## src/rtl/cv_pkg.sv

```systemverilog
// Shared types and constants for the per-frame render sequencer.
// Imported by the sequencer top.
package cv_pkg;

  typedef enum logic [2:0] {
    S_IDLE,
    S_SEL,
    S_REQ,
    S_RUN,
    S_NEXT,
    S_DONE
  } state_t;

  localparam int         ENTRY_EN_BIT = 7;
  localparam logic [2:0] SPRITE_LAYER = 3'd7;
  localparam int         NUM_SLOT_MAX = 8;

endpackage

```

## src/rtl/cv_rend_wdog.sv

```systemverilog
// Per-job watchdog: counts while enabled, expires as the count
// reaches 2**TMO_W-1.
module cv_rend_wdog #(
  parameter int TMO_W = 16
) (
  input  logic clk,
  input  logic reset,
  input  logic clr,
  input  logic en,
  output logic expire
);

  localparam logic [TMO_W-1:0] LAST = {{(TMO_W-1){1'b1}}, 1'b0};

  logic [TMO_W-1:0] cnt;

  always_ff @(posedge clk) begin
    if (reset || clr)
      cnt <= '0;
    else if (en)
      cnt <= cnt + 1'b1;
  end

  // Fires in the cycle whose increment would land on the all-ones value.
  assign expire = en && (cnt == LAST);

endmodule

```

## src/rtl/cv_rend_seq.sv

```systemverilog
// Per-frame render sequencer: walks the render-order slots and
// issues one req/ack/done job per enabled slot.
module cv_rend_seq
  import cv_pkg::*;
#(
  parameter int NUM_SLOT = 8,
  parameter int TMO_W    = 16
) (
  input  logic        ps_c_clk,
  input  logic        reset,
  input  logic        frame_start,
  output logic [2:0]  rend_order_sel,
  input  logic [7:0]  r_rend_order,
  input  logic [15:0] r_sp_count,
  input  logic [1:0]  r_virq,
  output logic        rend_req,
  output logic [2:0]  rend_layer,
  output logic [15:0] rend_sp_count,
  input  logic        rend_ack,
  input  logic        rend_done,
  output logic        busy,
  output logic        frame_done,
  output logic        irq,
  output logic        overrun,
  output logic        rend_timeout
);

  localparam logic [2:0] LAST_SLOT = 3'(NUM_SLOT - 1);

  state_t     state, state_nx;
  logic [2:0] slot;
  logic       wd_exp;
  logic       ld_slot0, inc_slot, ld_job, set_tmo;
  logic       unused_bits;

  assign unused_bits = ^r_rend_order[6:3];

  cv_rend_wdog #(.TMO_W(TMO_W)) u_wdog (
    .clk    (ps_c_clk),
    .reset  (reset),
    .clr    (state != S_RUN),
    .en     (state == S_RUN),
    .expire (wd_exp)
  );

  always_ff @(posedge ps_c_clk) begin
    if (reset)
      state <= S_IDLE;
    else
      state <= state_nx;
  end

  always_comb begin
    state_nx = state;
    ld_slot0 = 1'b0;
    inc_slot = 1'b0;
    ld_job   = 1'b0;
    set_tmo  = 1'b0;
    unique case (state)
      S_IDLE: begin
        if (frame_start) begin
          state_nx = S_SEL;
          ld_slot0 = 1'b1;
        end
      end
      S_SEL: begin
        if (r_rend_order[ENTRY_EN_BIT]) begin
          state_nx = S_REQ;
          ld_job   = 1'b1;
        end else begin
          state_nx = S_NEXT;
        end
      end
      S_REQ: begin
        if (rend_ack)
          state_nx = S_RUN;
      end
      // Done takes priority over a coincident watchdog expiry.
      S_RUN: begin
        if (rend_done) begin
          state_nx = S_NEXT;
        end else if (wd_exp) begin
          state_nx = S_NEXT;
          set_tmo  = 1'b1;
        end
      end
      S_NEXT: begin
        if (slot == LAST_SLOT) begin
          state_nx = S_DONE;
        end else begin
          state_nx = S_SEL;
          inc_slot = 1'b1;
        end
      end
      S_DONE: begin
        if (frame_start) begin
          state_nx = S_SEL;
          ld_slot0 = 1'b1;
        end else begin
          state_nx = S_IDLE;
        end
      end
      default: state_nx = S_IDLE;
    endcase
  end

  always_ff @(posedge ps_c_clk) begin
    if (reset) begin
      slot          <= '0;
      rend_layer    <= '0;
      rend_sp_count <= '0;
      rend_timeout  <= 1'b0;
      irq           <= 1'b0;
      overrun       <= 1'b0;
    end else begin
      if (ld_slot0)
        slot <= '0;
      else if (inc_slot)
        slot <= slot + 3'd1;
      if (ld_job) begin
        rend_layer    <= r_rend_order[2:0];
        rend_sp_count <= (r_rend_order[2:0] == SPRITE_LAYER)
                         ? r_sp_count : '0;
      end
      if (ld_slot0)
        rend_timeout <= 1'b0;
      else if (set_tmo)
        rend_timeout <= 1'b1;
      // Set beats a coincident clear.
      if (state == S_DONE && r_virq[0])
        irq <= 1'b1;
      else if (r_virq[1] || !r_virq[0])
        irq <= 1'b0;
      overrun <= frame_start &&
                 (state inside {S_SEL, S_REQ, S_RUN, S_NEXT});
    end
  end

  assign rend_order_sel = slot;
  assign rend_req       = (state == S_REQ);
  assign busy           = (state != S_IDLE);
  assign frame_done     = (state == S_DONE);

endmodule

```

## config.mk

```make
export PLATFORM = sky130hd
export DESIGN_NAME = cv_rend_seq
export DESIGN_NICKNAME = d
export VERILOG_FILES = /design/src/rtl/cv_pkg.sv /design/src/rtl/cv_rend_wdog.sv /design/src/rtl/cv_rend_seq.sv
export SDC_FILE = /design/constraint.sdc
export NUM_CORES = 1
export LEC_CHECK = 0
export BUFFER_PORTS_ARGS = -buffer_cell sky130_fd_sc_hd__buf_4
export CORE_MARGIN = 2
export CORE_UTILIZATION = 45
export CTS_BUF_LIST = sky130_fd_sc_hd__clkbuf_4 sky130_fd_sc_hd__clkbuf_8 sky130_fd_sc_hd__clkbuf_16
export CTS_CLUSTER_SIZE = 10
export DETAILED_ROUTE_END_ITERATION = 16
export HOLD_SLACK_MARGIN = 0.12
export MAX_ROUTING_LAYER = met4
export PLACE_DENSITY = 0.71
export SLEW_MARGIN = 20
export SYNTH_ARGS = -nofsm -noshare
export SYNTH_HDL_FRONTEND = slang
export SYNTH_SLANG_ARGS = --single-unit
```

## constraint.sdc

```tcl
create_clock -name ps_c_clk -period 1.48 [get_ports ps_c_clk]
set_clock_uncertainty 0.05 [all_clocks]
set_input_delay 0.074 -clock ps_c_clk [delete_from_list [all_inputs] [get_ports ps_c_clk]]
set_output_delay 0.074 -clock ps_c_clk [all_outputs]
set_load 0.02 [all_outputs]
```

; ---- Yosys cells after proc, flatten, opt, wreduce, memory -nomap -nowiden
; Index checks and enable logic that the tools add are counted.
[op_classes]
addsub = 2
n_mul = 0
n_div = 0
order_cmp = 0
eq_ne = 12
shift = 0
muxes = 20
n_bitwise = 0
n_reduce_logical = 13
[ops]
columns = operator, n
row1 = $mux W3, 6
row2 = $pmux W3 S6, 1
row3 = $add A16 B1 Y16 const B, 1
row4 = $eq A16 B16 Y1 const B, 1
row5 = $mux W16, 1
row6 = $eq A3 B3 Y1 const B, 4
row7 = $mux W1, 12
row8 = $eq A3 B2 Y1 const B, 2
row9 = $reduce_bool A4 Y1, 1
row10 = $reduce_or A2 Y1, 2
row11 = $add A3 B1 Y3 const B, 1
row12 = $eq A3 B1 Y1 const B, 1
row13 = $logic_and A1 B1 Y1, 3
row14 = $logic_not A3 Y1, 1
row15 = $ne A3 B2 Y1 const B, 1
row16 = $ne A3 B3 Y1 const B, 1
row17 = $reduce_and A3 Y1, 1
row18 = $reduce_bool A3 Y1, 1
row19 = $logic_or A1 B1 Y1, 2
row20 = $ne A2 B1 Y1 const B, 1
row21 = $ne A2 B2 Y1 const B, 1
row22 = $reduce_bool A2 Y1, 1
row23 = $logic_not A1 Y1, 1
[totals]
regBits = 44
latch_bits = 0
ramBits = 0
rom_bits = 0
out_inout_bits = 28
mem_count = 0

; ---- Logic depth before layout (Yosys ltp)
[depth]
ltp_word = 5
depth_mapped = 6
depth_no_buf = 5

; ---- Hierarchy
; Synthesis repeated with hierarchy kept, for this count alone.
[unflattened]
cells_unflattened = 235
hier_area_um2 = 2097.0
[by_module_without_submodules]
columns = module, n_inst, cells_per_inst, area_per_inst_um2, seq_area_each_um2
row1 = cv_rend_seq, 1, 142, 1281.2, 560.5
row2 = cv_rend_wdog, 1, 93, 815.8, 320.3

; ---- Least setup slack after synthesis
; OpenSTA, ideal clock, no wires.
[synth_path]
path_type = register to register
start = reg slot[0] (netlist: rend_order_sel[0])
end = reg slot[1] (netlist: rend_order_sel[1])
setup_ns = 0.121
arrival_ns = 1.437
required_time_ns = 1.309
setup_slack_ns = -0.128
path_stages_with_launch = 6
path_buffers = 0
cell_sequence = dfxtp_1 > ha_1 > ha_1 > nor4b_2 > mux2i_1 > nor2_1
[synth_via]
elab_chain_cells = 3
word_cells_on_any_way = 4
classes_between = add/sub: 1 / eq/ne: 1 / mux: 2
[synth_rtl]
columns = element, line
row1 = "start, declared", cv_rend_seq.sv:31  ; logic [2:0] slot;
row2 = "start signal, assigned", cv_rend_seq.sv:119  ; slot <= slot + 3'd1;
row3 = $eq A3 B3 Y1, cv_rend_seq.sv:88  ; if (slot == LAST_SLOT) begin
row4 = $mux W1, cv_rend_seq.sv:88
row5 = $mux W1, cv_rend_seq.sv:59  ; unique case (state)
; Parallel ways exist; a longest one is shown, timed or not.
; A chain may end at the register's enable or synchronous reset.

; ---- Final worst setup path
[layout_path]
start = reg slot[1] (netlist: rend_order_sel[1])
end = reg slot[2] (netlist: rend_order_sel[2])
; Same word-level chain as after synthesis.

==> flow_summary.json <==
{
  "status": "finished with violations",
  "violations": "negative setup slack",
  "port_buffers": 54,
  "antenna_found_initial": 0,
  "dieArea_um2": 5010,
  "drt-total-wl_um": 5750,
  "dpl.hpwl_um": 3420,
  "ctsHtreeMaxLevel": 2,
  "grt_pass1_vias": 1934,
  "n_antenna_cell": 0,
  "num_rows": 24,
  "initial_utilization_pct": 46.4,
  "routed.top_layer": "met4",
  "worst_pin_slew_ns": 0.355,
  "total_leakage_power_nw": 1.32,
  "fin_crit_sh_pct": 104,
  "synth_enable_flop_cells": 0,
  "overflow": 0,
  "yosys.area.top_type_share_pct": 43.9,
  "dpl_cell_area_um2": 2750,
  "synth_area_leaders": "dfxtp_1 44%, a21oi_1 6.5%, nand2_1 6.2%",
  "crit_type": "reg2reg",
  "synthFlopType": "dfxtp_1",
  "drive_gt1_share_pct": 42.2,
  "layout_common_cells": "94 x buf_4, 32 x nand2_1, 31 x dfxtp_1, 24 x a21oi_1, 23 x dlygate4sd3_1",
  "gp_congestion": 0.799,
  "hold_violations": 0,
  "cts_made_buffers": 5,
  "crit_fanout": 3,
  "ys_async_sr_fraction_pct": 0,
  "synth_area_leader_cell": "dfxtp_1",
  "fp.dieW_um": 70.8,
  "setup_ws_ns": -0.0632,
  "r2r_start": "rend_order_sel[1]$_SDFFE_PP0P_",
  "wl_met1_um": 2330,
  "yosys_warnings": 0,
  "r2r-end": "rend_order_sel[2]$_SDFFE_PP0P_",
  "drv_slew": 0,
  "dr_wl_met2_um": 3020,
  "ff2ff_setup_slack_ns": -0.06,
  "netlist_area_um2": 2010,
  "clock_path_buffers": 2,
  "critical_path_required_ns": 1.62,
  "drt_iter0_drc": 95,
  "postLayoutCellArea_um2": 3280,
  "crit_path_start_kind": "register",
  "grt_pass1_wl_um": 8710,
  "ys_seq_area_share_pct": 43.9,
  "via_per_inst": 5.31,
  "fin_nets": 382,
  "clock-sinks": 44,
  "final_common_cell": "buf_4",
  "die_h_um": 70.8,
  "arrival_ns": 1.68,
  "grt_start_max_net_pins": 20,
  "synth-seq-cells": 44,
  "clk_latency_ns": 0.30,
  "relSlewSlack_pct": 75.7,
  "tritoncts": "built",
  "cts_root_buffer": "clkbuf_8",
  "fmax_mhz": 648,
  "dp_cells": 362,
  "drc": 0,
  "areaGrowthSynthToFinish_pct": 63.2,
  "grt_use_total_pct": 22.5,
  "pre_cts_slack_ns": -0.0730,
  "maxCapViolations": 0,
  "core-area_um2": 4320,
  "synth_cell_types": 43,
  "total_power_mw": 2.36,
  "power_density_nw_per_um2": 721,
  "postSynthAreaPerCell_um2": 8.62,
  "met3_length_um": 266,
  "netlist_instances": 233,
  "ant_nets": 0,
  "clk_pin_slew_ns": 0.08,
  "hold_path.class": "in2reg",
  "stdcell_count": 400,
  "drt-pass1-iter-count": 4,
  "worstSetupStartpoint": "rend_order_sel[1]$_SDFFE_PP0P_",
  "crit_path_end_kind": "register",
  "endpoint": "rend_order_sel[2]$_SDFFE_PP0P_",
  "period_needed_ns": 1.54,
  "rsz0062_at_grt": "true",
  "ir_drop_v": 0.000447,
  "wl_per_cell_um": 14.4,
  "ioPinCount": 59,
  "vias": 2124,
  "setup_viol": 3,
  "timing.setup.tns_ns": -0.110,
  "r2r_cells": 5,
  "synth_fp_nets": 268
}
[worst min path at each step]
stage | startpoint | to | cells past startpoint
global route | r_rend_order[7] | state[2]$_SDFFE_PP0P_ | 4
detailed placement | r_virq[0] | irq$_SDFFE_PP0P_ | 2
floorplan | r_rend_order[0] | rend_layer[0]$_SDFFE_PP0P_ | 2
global placement | r_virq[0] | irq$_SDFFE_PP0P_ | 2
CTS | r_rend_order[7] | state[2]$_SDFFE_PP0P_ | 4
finish | r_rend_order[7] | state[2]$_SDFFE_PP0P_ | 4
[flip-flops by register name, summed over array words and instances, names as in the netlist]
register / cells
rend_order_sel: 3
u_wdog.cnt: 16
overrun: 1
state: 3
rend_layer: 3
rend_sp_count: 16
rend_timeout: 1
irq: 1
[Yosys cell counts, types with 2 or more instances]
cell type / instances
buf_2: 5
xor2_1: 3
nand4_1: 4
xnor2_1: 2
nor4_1: 7
nor2_1: 11
or4_2: 2
nand2_1: 33
nand2b_1: 8
dfxtp_1: 44
or4_1: 2
o21ai_0: 3
nor4bb_1: 2
a21oi_1: 26
ha_1: 4
o22ai_1: 2
clkbuf_1: 10
inv_1: 6
nand3_1: 22
o31ai_1: 4
or3_1: 2
a211oi_1: 2
a211oi_2: 2
mux2i_1: 7
nand3b_1: 2
[report_power, final]
group / total (mW) / switching [mW] / leakage (nW) / internal, mW
clock: 0.806 / 0.427 / 0.0477 / 0.379
sequential: 1.21 / 0.0158 / 0.364 / 1.19
combinational: 0.351 / 0.153 / 0.904 / 0.198
total: 2.36 / 0.596 / 1.32 / 1.77
[critical path: stages (launching register included)]
cell and delay [ns]:
dfxtp_4 0.36, ha_4 0.16, ha_4 0.16, nor4b_4 0.38, mux2i_1 0.25, nor2_1 0.07
[metal layers]
layer,global-route usage (%),vias to the layer above
li1,-,1061
met1,25.5,991
met2,38.9,59
met3,4.56,13
met4,8.39,0
met5,-,-
[cell type report]
class / count / area (um2)
clock buffers: 6 / 82.6
flip-flops and latches: 44 / 915
repair buffers: 123 / 1010
inverters: 6 / 22.5
multi-input cells: 167 / 1170
clock inverters: 2 / 13.8
fillers: 310 / 1050
well taps: 52 / 65.1
[cell families (layout without fill, tap and decap cells)]
| group | count (synthesis) | in the layout | synth area share, % |
|---|---|---|---|
| compound gates | 45 | 45 | 13.9 |
| xor+xnor | 5 | 5 | 2.18 |
| fa+ha+maj | 4 | 4 | 2.49 |
| buf+inv | 22 | 137 | 4.61 |
| flops | 44 | 44 | 43.9 |
| mux | 7 | 7 | 3.49 |
| simple gates | 106 | 106 | 29.5 |
[timing repair]
item / 4_1_cts / 5_1_grt
pin swaps: 8 / 11
hold endpoints to repair: 22 / 0
buffers inserted: 2 / 4
hold buffers: 23 / 0
resized for setup: 19 / 21
setup endpoints to repair: 8 / 30
cloned: 0 / 1
[per-stage QoR]
stage,hold slack (ns),util (%)
5_1_grt,0.231,75.8
3_5_place_dp,0.275,63.7
2_1_floorplan,0.160,-
3_3_place_gp,0.278,63.7
4_1_cts,0.204,72.9
6_report,0.203,75.8
Note: power is estimated with default switching activity, not from simulation.
